**src/rtl/srl_fifo_param.sv**
```systemverilog
// Parametrised shift-register FIFO with show-ahead read data, occupancy count and level flags.
// Optional sticky overflow/underflow error flags are built when SRL_FIFO_ERR_EN is defined.
module srl_fifo_param #(
    parameter int unsigned WIDTH      = 8,
    parameter int unsigned DEPTH_LOG2 = 4,
    parameter int unsigned AF_LEVEL   = (2 ** DEPTH_LOG2) - 2,
    parameter int unsigned AE_LEVEL   = 2
) (
    input  logic                  clk,
    input  logic                  rst_n,
    input  logic                  wr,
    input  logic                  rd,
    input  logic [WIDTH-1:0]      din,
    output logic [WIDTH-1:0]      dout,
    output logic [DEPTH_LOG2:0]   count,
    output logic                  empty,
    output logic                  full,
    output logic                  almost_empty,
    output logic                  almost_full,
    output logic                  overflow,
    output logic                  underflow,
    input  logic                  err_clr
);

    localparam int unsigned DEPTH = 1 << DEPTH_LOG2;
    localparam int unsigned CW    = DEPTH_LOG2 + 1;
    localparam int unsigned AW    = DEPTH_LOG2;

    logic [WIDTH-1:0] shr [DEPTH];

    logic [CW-1:0] count_q, count_next;
    logic [CW-1:0] rp_q, rp_next;
    logic          empty_q, empty_next;
    logic          full_q, full_next;
    logic          ae_q, ae_next;
    logic          af_q, af_next;

    logic wr_acc;
    logic rd_acc;

    // Full accepts a write only when a simultaneous read frees the oldest slot.
    assign wr_acc = wr & (~full_q | rd);
    assign rd_acc = rd & ~empty_q;

    // Storage shifts only on writes; reads just move the pointer.
    always_ff @(posedge clk) begin
        if (wr_acc) begin
            shr[0] <= din;
            for (int unsigned i = 1; i < DEPTH; i++) begin
                shr[i] <= shr[i-1];
            end
        end
    end

    assign dout = shr[rp_q[AW-1:0]];

    always_comb begin
        count_next = count_q;
        rp_next    = rp_q;
        if (wr_acc && !rd_acc) begin
            count_next = count_q + CW'(1);
            rp_next    = rp_q + CW'(1);
        end else if (rd_acc && !wr_acc) begin
            count_next = count_q - CW'(1);
            rp_next    = rp_q - CW'(1);
        end
        empty_next = (count_next == CW'(0));
        full_next  = (count_next == CW'(DEPTH));
        ae_next    = (count_next <= CW'(AE_LEVEL));
        af_next    = (count_next >= CW'(AF_LEVEL));
    end

    // Flags are registered alongside count so they switch in the same cycle.
    always_ff @(posedge clk or negedge rst_n) begin
        if (!rst_n) begin
            count_q <= '0;
            rp_q    <= '1;
            empty_q <= 1'b1;
            full_q  <= 1'b0;
            ae_q    <= 1'b1;
            af_q    <= (AF_LEVEL == 0);
        end else begin
            count_q <= count_next;
            rp_q    <= rp_next;
            empty_q <= empty_next;
            full_q  <= full_next;
            ae_q    <= ae_next;
            af_q    <= af_next;
        end
    end

    assign count        = count_q;
    assign empty        = empty_q;
    assign full         = full_q;
    assign almost_empty = ae_q;
    assign almost_full  = af_q;

`ifdef SRL_FIFO_ERR_EN
    logic ovf_q, ovf_next;
    logic unf_q, unf_next;

    // Any rejected access sets its flag; a set wins over a same-cycle clear.
    always_comb begin
        ovf_next = ovf_q;
        unf_next = unf_q;
        if (err_clr) begin
            ovf_next = 1'b0;
            unf_next = 1'b0;
        end
        if (wr && full_q && !rd) begin
            ovf_next = 1'b1;
        end
        if (rd && empty_q) begin
            unf_next = 1'b1;
        end
    end

    always_ff @(posedge clk or negedge rst_n) begin
        if (!rst_n) begin
            ovf_q <= 1'b0;
            unf_q <= 1'b0;
        end else begin
            ovf_q <= ovf_next;
            unf_q <= unf_next;
        end
    end

    assign overflow  = ovf_q;
    assign underflow = unf_q;

    logic unused_rp_msb;
    assign unused_rp_msb = rp_q[CW-1];
`else
    assign overflow  = 1'b0;
    assign underflow = 1'b0;

    logic [1:0] unused_bits;
    assign unused_bits = {err_clr, rp_q[CW-1]};
`endif

endmodule

```
**config.mk**
```make
export PLATFORM = sky130hd
export DESIGN_NAME = srl_fifo_param
export DESIGN_NICKNAME = d
export VERILOG_FILES = /design/src/rtl/srl_fifo_param.sv
export SDC_FILE = /design/constraint.sdc
export NUM_CORES = 1
export LEC_CHECK = 0
export CORE_MARGIN = 8
export CORE_UTILIZATION = 55
export CTS_BUF_LIST = sky130_fd_sc_hd__clkbuf_4
export CTS_CLUSTER_DIAMETER = 120
export DETAILED_ROUTE_END_ITERATION = 10
export GPL_TIMING_DRIVEN = 0
export PLACE_DENSITY_LB_ADDON = 0.25
export SLEW_MARGIN = 20
export SYNTH_ARGS = -nofsm -noshare
export SYNTH_HDL_FRONTEND = slang
export SYNTH_SLANG_ARGS = --single-unit
```
**constraint.sdc**
```tcl
create_clock -name clk -period 6.5 [get_ports clk]
set_input_delay 0.975 -clock clk [delete_from_list [all_inputs] [get_ports clk]]
set_output_delay 0.975 -clock clk [all_outputs]
set_load 0.01 [all_outputs]
```
* Word-level counts from Yosys, hierarchy flattened *
Memory sizes are Yosys's and may differ from the RTL's.
Cells that the tools add are included.

cells by class
  reductions and logical operators = 6
  order comparisons = 2
  $add $sub $neg = 4
  bitwise logic cells = 5
  mux-type cells = 6
  equality and inequality tests = 1

operators by type and width
  operator             number
  $mux 5               4
  $add 5x1->5 const B  2
  $sub 5x1->5 const B  2
  $eq 5x5->1 const B   1
  $ge 5x4->1 const B   1
  $le 5x2->1 const B   1
  $logic_not 5->1      1
  $and 1x1->1          2
  $logic_and 1x1->1    2
  $logic_not 1->1      2
  $mux 1               2
  $not 1->1            2
  $reduce_bool 2->1    1
  $or 1x1->1           1

word-level totals
  word-level logic and storage cells = 31
  flip-flop bits (word level) = 14
  RAM bits = 128
  memories = 1
  input port bits = 13
  output and inout port bits = 19

memories
  memory  depth  bits a word  read ports  clocked after memory_dff  write ports  line  RTL
  shr     16     8            16          0                         16           29    logic [WIDTH-1:0] shr [DEPTH];

* Longest topological paths before layout *
  depth in word-level cells = 8
  depth in mapped cells = 10
  mapped depth without buffers = 10

* Least setup slack after synthesis *
No wires, ideal clock.

  path kind = input port to flip-flop
  start point = in rd
  end point = reg rp_q[3]
  setup time = 76 ps
  data required time = 6424 ps
  setup slack = 1175 ps
  buffers on the path = 0
  arrival = 5249 ps
  cell stages on the path = 9
  cells stage by stage = o21ai_0 -> inv_1 -> ha_1 -> inv_1 -> ha_1 -> a21o_2 -> a21oi_1 -> mux2i_1 -> xnor2_1

between the ends
  longest elaborated chain between the ends = 5
  elaborated cells on any way between the ends = 9
  those cells by class = mux: 1; bitwise: 3; reduce/logical: 5

RTL lines
  what                         line  RTL
  start: declaration           12    input logic rd,
  $or 1x1->1 (*)               42    assign wr_acc = wr & (~full_q | rd);
  $and 1x1->1 (*)              42
  net wr_acc                   38    logic wr_acc;
  $logic_not 1->1              63    end else if (rd_acc && !wr_acc) begin
  $logic_and 1x1->1            63
  $reduce_bool 2->1 (no line)  -
  end signal: assignment       84    rp_q <= rp_next;
  end: declaration             32    logic [CW-1:0] rp_q, rp_next;

Mark *: on every way through the listed nets, which the timed path passes. The rest lies on a longest branch.
A chain may end at the register's enable or synchronous reset.

* Final worst setup path *
  start point = reg rp_q[1]
  end point = out dout[2]

between the ends
  longest elaborated chain between the ends = 1

RTL lines
  what              line  RTL
  $mem_v2 16x8      -
  end: declaration  14    output logic [WIDTH-1:0] dout,

Every way passes these cells.

==> results.cfg <==
[logic_synthesis]
synth_edf_count = 128
ys_warn_count = 0
synth_most_common_cell = edfxtp_1
synth_cells = 251
synth_top_area_share_pct = 67.5
async_reset_ff_share_pct = 9.22
synth_top_area_cell = edfxtp_1
synth_common_cells = edfxtp_1, mux4_1, mux4_2, inv_1
synthFlopType = edfxtp_1
yosysUniqueCellTypes = 38
yosysSeqAreaShare_pct = 73.4
syn-cell-area_um2 = 5690
avgSynthCellArea_um2 = 22.7
yosys-top-cells-area = edfxtp_1, mux4_1, mux4_2
ys_ff_latch = 141

[layout]
nets = 321
n_antenna_cell = 0
nFillCells = 728
final_area_um2 = 6550
area_growth_pct = 15.0
final_cell_count_no_fill = 449
drive_gt1_share_pct = 17.9

[pwr]
p_int_mw = 2.04
p_leak_nw = 2.34
p_sw_share_pct = 28.1
p_comb_share_pct = 32.5
p_sw_mw = 0.800
power_mw = 2.84
clockPowerShare_pct = 24.5
p_per_area_nw_per_um2 = 435
worst_ir_drop_vdd_mv = 0.262
seq_power_share_pct = 43.0

[timing]
finalSetupViolations = 0
slew_violations = 0
relSlewSlack_pct = 43.7
rsz0062_at_grt = no
worstMarginPinSlew_ns = 0.844
timing.fmax_mhz = 225
whs_ns = 0.443
fin_crit_sh_pct = 68.2
layout_setup_ws_ns = 2.06
fin_crit_ns = 4.44
finalClockSkew_ns = 0.0245
finalHoldViolCount = 0

[setup_path]
cp-start-kind = flip-flop
critPathSlowestCell = clkbuf_1
crit_path_cell_trace = clkbuf_1 -> clkbuf_1 -> mux4_1 -> mux4_2 -> clkdlybuf4s50_1
path_max_fanout = 10
cpLargestDelayFamily = buffers and inverters
critPathBufInv = 3
slowest_delay_ns = 0.61
cp-end-kind = output pin
critical_path_class = reg -> out
cp.required_ns = 5.52
cp_data_arrival_time_ns = 3.46
cpMostUsedCell = clkbuf_1

[detailed_routing]
vias_per_cell = 5.75
antenna_left = 0
drtPass1Iterations = 4
wl_per_cell_um = 20.5
vias = 2581
drt_iter0_markers = 171
drc = 0
finalWirelength_mm = 9.21

[run_status]
status = finished, final reports clean

[cts]
clk-insertion-delay-late_ns = 0.52
cts_tree = done
ctsHoldBuffers = 0
cts.repair_timing.setup_buffer_count = 0
cts_buffer_depth = 2
clock-sinks = 141
numCtsBuffers = 17
htreeDepth = 4
clockRootBuffer = clkbuf_4
clk_pin_slew_ns = 0.12
post_cts_resized = 0

[global_routing]
antenna_found_initial = 0
grt_pass1_vias = 2723
grt_max_degree = 82
grt_pass1_wl_mm = 15.0
track_usage_pct = 14.3
overflow = 0

[floorplan]
initial_utilization_pct = 55.9
ios = 32
dieArea_um2 = 13900
die_x_um = 118
die_h_um = 118
rows = 37
core_um2 = 10200

[place]
routabilityCongestion = 0.739
port-buffer-count = 28
dpl_cell_area_um2 = 6180
hpwl_mm = 5.72
pre_cts_slack_ns = 2.31
place_inst = 417

[run]
maxCapViolCount = 0

[min_path]
hp-class = reg -> reg
## path summary, 6_finish.rpt
| kind | startpoint | endpoint | slack [ns] | cells past startpoint |
|---|---|---|---|---|
| max in group asynchronous | rst_n | rp_q[0]$_DFFE_PN1P_ | 5.31 | 1 |
| min in group asynchronous | rst_n | full$_DFF_PN0_ | 0.82 | 1 |
| hold / removal | shr[8][2]$_DFFE_PP_ | shr[9][2]$_DFFE_PP_ | 0.44 | 0 |
| setup reg to reg | full$_DFF_PN0_ | rp_q[3]$_DFFE_PN1P_ | 3.39 | 11 |
| setup / recovery | rp_q[1]$_DFFE_PN1P_ | dout[2] | 2.06 | 5 |
| hold reg to reg | shr[8][2]$_DFFE_PP_ | shr[9][2]$_DFFE_PP_ | 0.44 | 0 |
## through the flow
stage,TNS (ns),util [%]
after floorplan,0,-
after global placement,-0.550,60.3
after detailed placement,0,60.7
after CTS,0,64.3
after global routing,0,64.3
final,0,64.3
## layout by cell type (no fill, tap or decap), types with 2 or more instances in the layout
master           instances
buf_4                    2
mux4_1                  30
mux4_2                  10
clkinv_2                 2
xnor2_1                  4
conb_1                   2
edfxtp_1               128
dfstp_2                  6
inv_6                    4
dfrtp_1                  7
nand2_1                  4
clkbuf_4                17
buf_6                    3
clkinv_1                 2
inv_1                    8
clkbuf_1                 5
ha_1                     7
nor2_1                   4
nand4_1                  2
nand2b_1                 2
bufinv_16                6
a21oi_1                  3
clkdlybuf4s50_1         28
xor2_1                   3
o21ai_0                  2
## area by class of cell
type | count | area, um2 | share of cell area, %
tap | 136 | 170 | 2.60
clock buffer | 17 | 128 | 1.95
timing repair buffer | 29 | 308 | 4.70
clock inverter | 15 | 240 | 3.67
multi-input combinational | 90 | 1400 | 21.4
inverter | 9 | 38.8 | 0.593
sequential | 141 | 4180 | 63.8
buffer | 12 | 86.3 | 1.32
## cell families after synthesis
kind of cell	synth area share [%]
flip-flops	73.4
multiplexers	18.2
buffers and inverters	2.11
AND/OR/NAND/NOR	1.69
AO/OA/AOI/OAI	1.58
adder cells (fa/ha/maj)	1.89
XOR/XNOR	1.08
other	0.0659
## registers in the layout, summed over array words and instances (netlist names)
name / cells
shr: 128
count: 5
rp_q: 4
almost_empty: 1
almost_full: 1
empty: 1
full: 1
## metal layers
metal  vias up  GRT usage (%)  share of wire [%]
li1       1164              -                  -
met1      1338           18.6                 46
met2        66           21.9                 48
met3        13           4.80                4.5
met4         0           5.28                1.5
met5         -              0                  0
## power groups by stage
stage	logic [mW]	clock network, mW	registers [mW]
floorplan	0.594	0	1.24
global placement	0.916	0	1.25
detailed placement	0.943	0	1.24
CTS	0.947	0.714	1.23
global route	1.00	0.747	1.24
finish	0.924	0.696	1.22
Power figures use the tool's default switching activity.
